<file path="src/rtl/jedro_1_alu_issue.sv">
// Decode and issue stage for the jedro_1 ALU path (OP, OP-IMM, LUI).
// It holds one instruction, stalls one cycle on a RAW hazard and bypasses the registered ALU result.
module jedro_1_alu_issue (
    input  logic        clk_i,
    input  logic        rst_i,
    input  logic [31:0] instr_i,
    input  logic        instr_valid_i,
    output logic        instr_ready_o,
    output logic [4:0]  rs1_addr_o,
    output logic [4:0]  rs2_addr_o,
    input  logic [31:0] rs1_data_i,
    input  logic [31:0] rs2_data_i,
    output logic [3:0]  alu_sel_o,
    output logic [31:0] alu_op_a_o,
    output logic [31:0] alu_op_b_o,
    output logic [4:0]  alu_dest_addr_o,
    output logic        alu_wb_o,
    input  logic [31:0] alu_res_i,
    input  logic [4:0]  alu_dest_addr_i,
    input  logic        alu_wb_i,
    output logic        illegal_o
);

    typedef enum logic [1:0] {
        EMPTY  = 2'd0,
        DECODE = 2'd1,
        STALL  = 2'd2
    } state_e;

    localparam logic [6:0] OPC_OP     = 7'b0110011;
    localparam logic [6:0] OPC_OP_IMM = 7'b0010011;
    localparam logic [6:0] OPC_LUI    = 7'b0110111;

    state_e      state_r;
    logic [31:0] ir_r;

    logic [6:0]  opcode_s;
    logic [6:0]  funct7_s;
    logic [2:0]  funct3_s;
    logic [4:0]  rs1_s;
    logic [4:0]  rs2_s;
    logic [4:0]  rd_s;
    logic        legal_s;
    logic        use_rs1_s;
    logic        use_rs2_s;
    logic        hazard_s;
    logic        accept_s;
    logic [3:0]  sel_s;
    logic [31:0] rs1_val_s;
    logic [31:0] rs2_val_s;
    logic [31:0] op_a_s;
    logic [31:0] op_b_s;

    assign opcode_s   = ir_r[6:0];
    assign rd_s       = ir_r[11:7];
    assign funct3_s   = ir_r[14:12];
    assign rs1_s      = ir_r[19:15];
    assign rs2_s      = ir_r[24:20];
    assign funct7_s   = ir_r[31:25];
    assign rs1_addr_o = rs1_s;
    assign rs2_addr_o = rs2_s;
    assign accept_s   = instr_valid_i && instr_ready_o;

    // Source operand values: x0 is hard zero, otherwise bypass the ALU result when it targets rs
    always_comb begin
        rs1_val_s = 32'd0;
        rs2_val_s = 32'd0;
        if (rs1_s == 5'd0) begin
            rs1_val_s = 32'd0;
        end else if (alu_wb_i && (alu_dest_addr_i == rs1_s)) begin
            rs1_val_s = alu_res_i;
        end else begin
            rs1_val_s = rs1_data_i;
        end
        if (rs2_s == 5'd0) begin
            rs2_val_s = 32'd0;
        end else if (alu_wb_i && (alu_dest_addr_i == rs2_s)) begin
            rs2_val_s = alu_res_i;
        end else begin
            rs2_val_s = rs2_data_i;
        end
    end

    // Decode of the held instruction into ALU select, operands and used sources
    always_comb begin
        legal_s   = 1'b0;
        use_rs1_s = 1'b0;
        use_rs2_s = 1'b0;
        sel_s     = 4'd0;
        op_a_s    = 32'd0;
        op_b_s    = 32'd0;
        case (opcode_s)
            OPC_OP: begin
                legal_s   = (funct7_s == 7'b0000000) ||
                            ((funct7_s == 7'b0100000) &&
                             ((funct3_s == 3'b000) || (funct3_s == 3'b101)));
                use_rs1_s = 1'b1;
                use_rs2_s = 1'b1;
                sel_s     = {ir_r[30], funct3_s};
                op_a_s    = rs1_val_s;
                op_b_s    = rs2_val_s;
            end
            OPC_OP_IMM: begin
                legal_s   = 1'b1;
                use_rs1_s = 1'b1;
                sel_s     = {((funct3_s == 3'b101) ? ir_r[30] : 1'b0), funct3_s};
                op_a_s    = rs1_val_s;
                // shifts take the 5-bit shamt, everything else the sign-extended immediate
                if ((funct3_s == 3'b001) || (funct3_s == 3'b101)) begin
                    op_b_s = {27'd0, ir_r[24:20]};
                end else begin
                    op_b_s = {{20{ir_r[31]}}, ir_r[31:20]};
                end
            end
            OPC_LUI: begin
                legal_s = 1'b1;
                op_b_s  = {ir_r[31:12], 12'd0};
            end
            default: begin
                legal_s = 1'b0;
            end
        endcase
    end

    // RAW hazard against the op currently in the ALU, and the accept handshake
    always_comb begin
        hazard_s      = 1'b0;
        instr_ready_o = 1'b0;
        if ((state_r == DECODE) && legal_s && alu_wb_o && (alu_dest_addr_o != 5'd0)) begin
            hazard_s = (use_rs1_s && (alu_dest_addr_o == rs1_s)) ||
                       (use_rs2_s && (alu_dest_addr_o == rs2_s));
        end else begin
            hazard_s = 1'b0;
        end
        if (rst_i) begin
            instr_ready_o = 1'b0;
        end else if (state_r == EMPTY) begin
            instr_ready_o = 1'b1;
        end else if (state_r == DECODE) begin
            instr_ready_o = !hazard_s;
        end else begin
            instr_ready_o = 1'b0;
        end
    end

    // FSM, instruction register and registered issue outputs
    always_ff @(posedge clk_i) begin
        if (rst_i) begin
            state_r         <= EMPTY;
            ir_r            <= 32'd0;
            alu_sel_o       <= 4'd0;
            alu_op_a_o      <= 32'd0;
            alu_op_b_o      <= 32'd0;
            alu_dest_addr_o <= 5'd0;
            alu_wb_o        <= 1'b0;
            illegal_o       <= 1'b0;
        end else begin
            alu_sel_o       <= 4'd0;
            alu_op_a_o      <= 32'd0;
            alu_op_b_o      <= 32'd0;
            alu_dest_addr_o <= 5'd0;
            alu_wb_o        <= 1'b0;
            illegal_o       <= 1'b0;
            case (state_r)
                EMPTY: begin
                    if (accept_s) begin
                        ir_r    <= instr_i;
                        state_r <= DECODE;
                    end else begin
                        ir_r    <= 32'd0;
                        state_r <= EMPTY;
                    end
                end
                DECODE, STALL: begin
                    if (hazard_s) begin
                        state_r <= STALL;
                    end else begin
                        if (legal_s) begin
                            alu_sel_o       <= sel_s;
                            alu_op_a_o      <= op_a_s;
                            alu_op_b_o      <= op_b_s;
                            alu_dest_addr_o <= rd_s;
                            alu_wb_o        <= 1'b1;
                        end else begin
                            illegal_o <= 1'b1;
                        end
                        if (accept_s) begin
                            ir_r    <= instr_i;
                            state_r <= DECODE;
                        end else begin
                            ir_r    <= 32'd0;
                            state_r <= EMPTY;
                        end
                    end
                end
                default: begin
                    ir_r    <= 32'd0;
                    state_r <= EMPTY;
                end
            endcase
        end
    end

endmodule

</file>
<file path="config.mk">
export PLATFORM = sky130hd
export DESIGN_NAME = jedro_1_alu_issue
export DESIGN_NICKNAME = d
export VERILOG_FILES = /design/src/rtl/jedro_1_alu_issue.sv
export SDC_FILE = /design/constraint.sdc
export NUM_CORES = 1
export LEC_CHECK = 0
export BUFFER_PORTS_ARGS = -buffer_cell sky130_fd_sc_hd__buf_2
export CORE_MARGIN = 8
export CORE_UTILIZATION = 48
export CTS_BUF_LIST = sky130_fd_sc_hd__clkbuf_16
export CTS_CLUSTER_SIZE = 12
export DETAILED_ROUTE_END_ITERATION = 8
export PLACE_DENSITY = 0.79
export SETUP_SLACK_MARGIN = 0.02
export SLEW_MARGIN = 20
export SYNTH_ARGS = -nofsm -noshare
export SYNTH_HDL_FRONTEND = slang
export SYNTH_SLANG_ARGS = --single-unit
</file>
<file path="constraint.sdc">
create_clock -name clk_i -period 2.55 [get_ports clk_i]
set_input_delay 0.1275 -clock clk_i [delete_from_list [all_inputs] [get_ports clk_i]]
set_output_delay 0.1275 -clock clk_i [all_outputs]
set_load 0.01 [all_outputs]
</file>
# Yosys cells after proc, flatten, opt, wreduce, memory -nomap -nowiden
# Index checks and enable logic that the tools add are counted.
# word_totals
elab_cells	72
register_bits	109
output_inout_bits	86
# op_classes
bitwise	3
reduce_logical	26
n_mux	22
n_eq_ne	13
# op_table
operator	count
$mux 32	6
$pmux 32 s3	1
$pmux 32 s2	1
$eq 7x6->1 const B	3
$eq 5x5->1	4
$logic_not 5->1	2
$mux 1	10
$logic_and 1x1->1	9
$pmux 4 s2	1
$eq 7x5->1 const B	1
$logic_not 7->1	1
$reduce_or 2->1	3
$reduce_or 6->1	1
$reduce_bool 5->1	1
$logic_or 1x1->1	4
$pmux 2 s2	1
$reduce_or 4->1	1
$eq 3x1->1 const B	1
$eq 3x3->1 const B	1
$logic_not 3->1	1
$not 1->1	3
$reduce_or 3->1	1
$eq 2x1->1 const B	1
$eq 2x2->1 const B	1
other kinds (5)	5

# Depth between registers and ports, before layout
# Gate-level depths: netlist of the first run.
# depth
word_depth	17
ltp_mapped	8

# Worst setup path after synthesis of the first run
# OpenSTA, ideal clock, no wires.
# synth_timing
path_type	register -> register
startpoint	register ir_r[2]
endpoint	register alu_op_b_o[18]
stages_incl_launch_ff	9
setup_time_ps	146
required_time_ps	2404
slack_ps	459
n_path_buf	4
t_arrival_ps	1945
path_cell_list	dfxtp_1 -> buf_6 -> or4b_4 -> or2_1 -> buf_6 -> nor3b_2 -> buf_2 -> buf_4 -> a211oi_2
# synth_between
elab_chain_len	8
# synth_rtl
element	line	source
from (decl)	35	logic [31:0] ir_r;
from (signal assigned)	167	ir_r <= instr_i;
from (signal assigned)	188	ir_r <= instr_i;
$eq 7x5->1 / $eq 7x6->1 (equally long branches)	92	case (opcode_s)
$reduce_or 2->1 (no source line)	n/a	
$pmux 1 s2	92	
$logic_and 1x1->1 (3 in series)	129	if ((state_r == DECODE) && legal_s && alu_wb_o && (alu_dest_addr_o != 5'd0)) begin
$mux 1	129	
$reduce_or 4->1 (no source line)	n/a	
to (signal assigned)	181	alu_op_b_o <= op_b_s;
to (decl)	15	output logic [31:0] alu_op_b_o,
# Parallel ways exist; a longest one is shown, timed or not.
# A chain may end at the register's enable or synchronous reset.

# Worst setup path after layout of the first run
# layout_timing
startpoint	register alu_dest_addr_o[2]
endpoint	output port instr_ready_o
# layout_between
elab_chain_len	8
# layout_rtl
element	line	source
from (decl)	16	output logic [4:0] alu_dest_addr_o,
from (signal assigned)	182	alu_dest_addr_o <= rd_s;
$eq 5x5->1 (on tied branches)	130, 131	
$logic_and 1x1->1 (on tied branches)	130, 131	
$logic_or 1x1->1	130	hazard_s = (use_rs1_s && (alu_dest_addr_o == rs1_s)) ||
$mux 1 *	129	
$logic_not 1->1 *	140	instr_ready_o = !hazard_s;
$mux 1 *	139	end else if (state_r == DECODE) begin
$mux 1 *	137	end else if (state_r == EMPTY) begin
$mux 1 *	135	if (rst_i) begin
to (decl)	8	output logic instr_ready_o,
# Mark *: on every way between the ends. The rest lies on a longest branch, timed or not.

==> results of run 1 <==
-- worst register-to-register path: cells and delay by family, from the launching register on --
| kind | cells | cell delay [ns] |
|---|---|---|
| and+or+nand+nor | 3 | 0.94 |
| AOI/OAI and AO/OA | 2 | 0.47 |
| buffers and inverters | 1 | 0.40 |
| DFF | 1 | 0.31 |
-- sequential cells by signal, indices dropped and copies added, names as in the netlist --
signal	count
alu_wb_o	1
alu_sel_o	4
alu_dest_addr_o	5
illegal_o	1
alu_op_a_o	32
state_r	2
alu_op_b_o	32
ir_r	32
-- routing by layer --
| metal | share of wire [%] | vias to the layer above |
|---|---|---|
| li1 | - | 2388 |
| met1 | 41 | 2320 |
| met2 | 49 | 223 |
| met3 | 7.4 | 38 |
| met4 | 2.7 | 0 |
| met5 | 0 | - |
-- cells by family (layout without fill, tap and decap cells) --
logic type,Yosys count,count (layout),share of synthesized area [%]
XOR/XNOR,21,21,3.50
AO/OA/AOI/OAI,141,141,21.0
multiplexers,32,32,6.09
adder cells (fa/ha/maj),4,4,0.951
flip-flops,109,109,41.5
AND/OR/NAND/NOR,153,153,18.5
buffers and inverters,88,297,8.54
-- Yosys cell counts, types with 2 or more instances --
library cell | n | area, µm²
nand2_1 | 48 | 180
nor4_2 | 3 | 37.5
nand2_2 | 2 | 12.5
or4b_4 | 2 | 27.5
xnor2_1 | 12 | 105
and3_1 | 18 | 113
nand2b_1 | 4 | 25.0
nor2_1 | 9 | 33.8
inv_1 | 30 | 113
o22ai_1 | 27 | 169
nor4_1 | 6 | 37.5
a32oi_1 | 19 | 166
a31oi_1 | 22 | 138
clkbuf_1 | 21 | 78.8
dfxtp_1 | 109 | 2180
a21oi_1 | 3 | 15.0
xor2_1 | 9 | 78.8
buf_4 | 12 | 90.1
nor3_2 | 30 | 300
buf_2 | 17 | 85.1
nor2b_1 | 3 | 18.8
or4_1 | 2 | 15.0
a211oi_1 | 13 | 97.6
a21boi_0 | 13 | 97.6
buf_6 | 7 | 78.8
o21ai_0 | 19 | 95.1
ha_1 | 4 | 50.1
and2_1 | 2 | 12.5
nand3_1 | 4 | 20.0
nor3_1 | 13 | 65.1
a211oi_2 | 19 | 238
mux2i_1 | 32 | 320
-- where the power goes --
group          internal, mW  switching [mW]  total [mW]
clock network         0.757           0.622        1.38
registers              1.73          0.0354        1.76
logic                 0.161           0.167       0.329
-- per-stage QoR --
step           cells  cell area, µm²  util (%)  hold WS, ns
2_1_floorplan    548            5260         -        0.244
3_3_place_gp     878            6460      59.9        0.357
3_5_place_dp     878            6460      59.9        0.357
4_1_cts          897            6790      62.9       0.0277
5_1_grt          897            6790      62.9       0.0348
6_report         897            6790      62.9       0.0363
-- worst max path at each step --
| stage | slack, ns | from | endpoint |
|---|---|---|---|
| after global routing | 0.02 | alu_dest_addr_o[2] | instr_ready_o |
| after detailed placement | 0.29 | ir_r[2] | alu_op_a_o[0] |
| after floorplan | 0.46 | ir_r[2] | alu_op_b_o[18] |
| final | 0.12 | alu_dest_addr_o[2] | instr_ready_o |
| after CTS | 0.02 | ir_r[2] | instr_ready_o |
| after global placement | 0.36 | ir_r[2] | alu_op_a_o[0] |
-- what timing repair did --
action                                  CTS  global route
buffers inserted                          0             0
cloned                                    0             0
endpoints found under the setup margin    1             1
hold buffers                              3             0
endpoints found under the hold margin     3             0
gates resized for setup                   1             3
-- cell type report --
| class | count | area [µm²] |
|---|---|---|
| Tap cell | 140 | 175 |
| Multi-Input combinational cell | 351 | 2660 |
| Fill cell | 877 | 4000 |
| Clock buffer | 9 | 225 |
| Clock inverter | 7 | 67.6 |
| Sequential cell | 109 | 2180 |
| Timing Repair Buffer | 251 | 1360 |
| Inverter | 30 | 113 |
==> impl_results.md, run 1 <==
- Synthesis Warnings: 0
- Synth-to-layout area growth: 29.0%
- FMAX: 0.412 GHz
- Nets@finish: 893
- Initial antenna violation count: 0
- Ports: 223
- Clock buffer depth: 2
- CP max-delay cell: or4_1
- Initial DRC count: 447
- ANT cells: 0
- Synthesized Nets: 689
- H-tree levels: 3
- First-pass GRT wire length: 27,600 µm
- Pin count of the biggest net entering global routing: 39
- Post-synth EDFFs: 0
- Worst Hold End: ir_r[7]
- CP Depth: 7
- Sequential share of the synthesized area: 41.5%
- Total clock sinks: 109
- Register bit total from synthesis: 109
- GR Layer Usage met3: 5.50%
- Slew Limit Fails: 0
- Netlist cell types: 46
- Dominant synthesized flop cell: dfxtp_1
- Minimum clock period: 2.43 ns
- Die height: 121 µm
- Worst reg2reg setup slack: 0.34 ns
- Actual slew at the worst max-slew pin: 0.446 ns
- Hpwl dp: 14,100 µm
- Top delay family on crit path: simple AND/OR/NAND/NOR gates
- Leakage power: 2.84 nW
- Total CTS buffers: 9
- Critical path class: flip-flop to output port
- Port Buffers: 222
- Setup TNS: 0 ns
- First drt pass iteration count: 4
- # setup viols final: 0
- Maxcap violations: 0
- Fraction of layout cells with a size suffix above 1: 44.0%
- Status: complete, no violations
- Fin Clk Skew: 0.00934 ns
- Clock slew at reported path FFs: 0.08 ns
- CORE AREA: 10,800 µm²
- WL per Instance: 20.2 µm
- Vias per std cell: 5.54
- Routed WL: 18,100 µm
- Rel. slew slack: 70.0%
- Total number of vias: 4,969
- Met2 usage: 41.1%
- # DRC: 0
- CTS tree: yes
- Mapped Area: 5260 µm²
- Worst slack, placed: 0.286 ns
- Worst stage delay on the critical path: 0.55 ns
- Final period util: 95.1%
- Initial Utilization: 48.8%
- Crit-path max FO: 8
- Endpoints failing hold: 0
- Cells on worst reg2reg path: 6
- R2R Path End: alu_op_b_o[20]
- Total GRT Usage: 24.1%
- CP Cell Sequence: or4_1 > o21bai_1 > buf_4 > nor2_1 > and3_2 > o22ai_1 > buf_2
- Worst skew pair latency: 0.34 ns
- Grt total ovfl: 0
- Critical path buffers and inverters: 2
- Worst min path class: primary input to flip-flop
- Commonest cells after routing, fill and taps aside: buf_2 (222), dfxtp_1 (107), nand2_1 (48)
- Crit. End Element: output port
- Maximum vdd drop: 325 µV
- Clock Tree Root: clkbuf_16
- Pwr dens: 511 nW/µm²
- Met1 usage: 28.5%
- Post-Syn Instances: 548
- Worst Min Path Start: instr_i[7]
- Critical R2R Launch: ir_r[1]
- Total Power: 3.47 mW
- Critical path required time: 2.42 ns
- Worst hold path depth: 3
- Number of global-route vias before repair: 5,126
- Critical Path AT: 2.30 ns
- DRT antenna net count: 0
- Gpl congestion: 0.883
- Commonest non-fill, non-tap cell in the layout: buf_2
- CP Launch Type: flip-flop
- Mean Syn Cell Area: 9.60 µm²
- Setup WS post-layout: 0.124 ns
- FP Rows: 38
- Global route hottest layer: met2
- Die area: 14,600 µm²
- Unrepaired setup endpoints after global routing: false
- Die width: 121 µm
- Async S/R FF share, synth: 0%
Power figures use the tool's default switching activity.
==> inputs of run 2 (changes only) <==
- CTS_BUF_LIST: sky130_fd_sc_hd__clkbuf_16 -> not set
==> run 2 against run 1 <==
  * Wire length rose by 0.93%
  * Count of clock-buffer cells in the layout rose by 1
  * Via count rose by 2.6%
  * Die area did not move
  * Final cell count rose by 1.6%
  * Setup slack improved by 0.0053 ns
  * Utilization rose by 0.34 points
  * Sequential share of layout area fell by 0.13 points
  * Non-clock buffer count rose by 14
  * Cell area rose by 0.53%
  * Clock power fell by 25%
  * Total power fell by 9.2%
==> impl_results.md, run 2 (synthesis results as in run 1) <==
- Worst slack, placed: 0.286 ns (unchanged)
- Ports: 223 (unchanged)
- Vias per std cell: 5.59 (+1.0%)
- Worst Min Path Start: instr_i[4]
- First-pass GRT wire length: 27,900 µm (+0.90%)
- Status: complete, no violations
- Total CTS buffers: 9 (unchanged)
- Worst reg2reg setup slack: 0.33 ns (about the same)
- First drt pass iteration count: 5 (+1)
- WL per Instance: 20.1 µm (-0.62%)
- Commonest cells after routing, fill and taps aside: buf_2 (222), dfxtp_1 (105), nand2_1 (48)
- CORE AREA: 10,800 µm² (unchanged)
- Pwr dens: 461 nW/µm² (-9.7%)
- Initial DRC count: 476 (+6.5%)
- Total Power: 3.15 mW (-9.2%)
- Setup WS post-layout: 0.129 ns (+0.00526 ns)
- Total GRT Usage: 24.3% (+0.17 points)
- Synth-to-layout area growth: 29.7%
- Critical path required time: 2.42 ns (about the same)
- Hpwl dp: 14,100 µm (unchanged)
- Nets@finish: 907 (+1.6%)
- Worst hold path depth: 3 (unchanged)
- Fin Clk Skew: 0.0106 ns (+0.00121 ns)
- Critical R2R Launch: ir_r[1]
- Clock buffer depth: 2 (unchanged)
- Actual slew at the worst max-slew pin: 0.472 ns (+0.0259 ns)
- Commonest non-fill, non-tap cell in the layout: buf_2
- Die height: 121 µm (unchanged)
- CP Launch Type: flip-flop
- Worst Hold End: ir_r[4]
- Cells on worst reg2reg path: 6 (unchanged)
- Setup TNS: 0 ns (unchanged)
- Die area: 14,600 µm² (unchanged)
- CP max-delay cell: or4_1
- ANT cells: 0 (unchanged)
- Critical path class: flip-flop to output port
- Fraction of layout cells with a size suffix above 1: 43.7% (-0.28 points)
- Clock slew at reported path FFs: 0.10 ns (+0.02 ns)
- Minimum clock period: 2.42 ns (-0.00526 ns)
- Gpl congestion: 0.883 (unchanged)
- Fill cells: 871 (-0.68%)
- Worst min path class: primary input to flip-flop
- FP Rows: 38 (unchanged)
- R2R Path End: alu_op_b_o[20]
- CP Cell Sequence: or4_1 > o21bai_1 > buf_4 > nor2_1 > and3_2 > o22ai_1 > buf_2
- Regs by FF count: alu_op_a_o: 32 flops, alu_op_b_o: 32 flops, ir_r: 32 flops
- DRT antenna net count: 0 (unchanged)
- Final period util: 94.9% (-0.21 points)
- Total number of vias: 5,097 (+2.6%)
- Worst hold slack: 0.0116 ns (-0.0247 ns)
- Rel. slew slack: 68.5% (-1.5 points)
- Number of global-route vias before repair: 5,170 (+0.86%)
- Crit. End Element: output port
- Endpoints failing hold: 0 (unchanged)
- Grt total ovfl: 0 (unchanged)
- H-tree levels: 3 (unchanged)
- Unrepaired setup endpoints after global routing: false
- Maximum vdd drop: 288 µV (-11%)
- Initial antenna violation count: 0 (unchanged)
- Critical Path AT: 2.29 ns (about the same)
- Worst stage delay on the critical path: 0.56 ns (about the same)
- Crit-path max FO: 8 (unchanged)
- Initial Utilization: 48.8% (unchanged)
- Slew Limit Fails: 0 (unchanged)
- Routed WL: 18,300 µm (+0.93%)
- Total clock sinks: 109 (unchanged)
- Clock Tree Root: clkbuf_8
- Maxcap violations: 0 (unchanged)
- # DRC: 0 (unchanged)
- CTS tree: yes
- Port Buffers: 222 (unchanged)
- Worst skew pair latency: 0.37 ns (+0.03 ns)
- # setup viols final: 0 (unchanged)
- Pin count of the biggest net entering global routing: 39 (unchanged)
- Leakage power: 2.85 nW (+0.32%)
- Die width: 121 µm (unchanged)
- FMAX: 0.413 GHz (+0.22%)
- Final core occ: 63.3% (+0.34 points)
==> run 2: metal layers <==
| metal | GRT usage (%) | share of wire (%) | vias up |
|---|---|---|---|
| li1 | - | - | 2416 |
| met1 | 28.5 | 40 | 2417 |
| met2 | 41.8 | 50 | 228 |
| met3 | 5.83 | 7.7 | 36 |
| met4 | 9.60 | 2.5 | 0 |
| met5 | 0 | 0 | - |
==> run 2: critical path: cells and delay by family, from the launching register on <==
| kind | cells | cell delay [ns] |
|---|---|---|
| AO/OA/AOI/OAI | 2 | 0.37 |
| buffers and inverters | 2 | 0.32 |
| flip-flops | 1 | 0.36 |
| AND/OR/NAND/NOR | 3 | 0.85 |
==> run 2: report_power, final <==
part           switching [mW]  internal (mW)  leakage, nW  total, mW
logic                   0.169          0.173         1.87      0.343
registers              0.0354           1.73        0.884       1.76
clock network           0.590          0.453       0.0923       1.04
==> run 2: area by class of cell <==
class	count	area (µm²)	area share (%)
Tap cell	140	175	2.57
Sequential cell	109	2190	32.0
Inverter	30	113	1.65
Clock buffer	10	128	1.87
Clock inverter	6	63.8	0.935
Multi-Input combinational cell	351	2660	39.0
Timing Repair Buffer	265	1500	21.9
==> run 2: per-stage QoR <==
| stage | instances | cell area, µm² |
|---|---|---|
| after detailed placement | 878 | 6460 |
| after CTS | 909 | 6810 |
| after global routing | 911 | 6830 |
| after floorplan | 548 | 5260 |
| final | 911 | 6830 |
| after global placement | 878 | 6460 |
==> run 2: how the worst max path moves through the flow <==
| stage | start | endpoint | slack, ns | cells after the start |
|---|---|---|---|---|
| finish | alu_dest_addr_o[1] | instr_ready_o | 0.13 | 7 |
| global route | alu_dest_addr_o[1] | instr_ready_o | 0.01 | 7 |
| CTS | ir_r[2] | instr_ready_o | 0.07 | 6 |
| detailed placement | ir_r[2] | alu_op_a_o[0] | 0.29 | 6 |
| global placement | ir_r[2] | alu_op_a_o[0] | 0.36 | 6 |
| floorplan | ir_r[2] | alu_op_b_o[18] | 0.46 | 8 |
==> run 2: what timing repair did <==
item                                    in CTS  in global routing
buffers inserted                             0                  2
pin swaps                                    0                  1
cloned                                       0                  0
resized for setup                            2                  4
hold endpoints to repair                    15                  0
hold buffers                                15                  0
endpoints found under the setup margin       1                  1
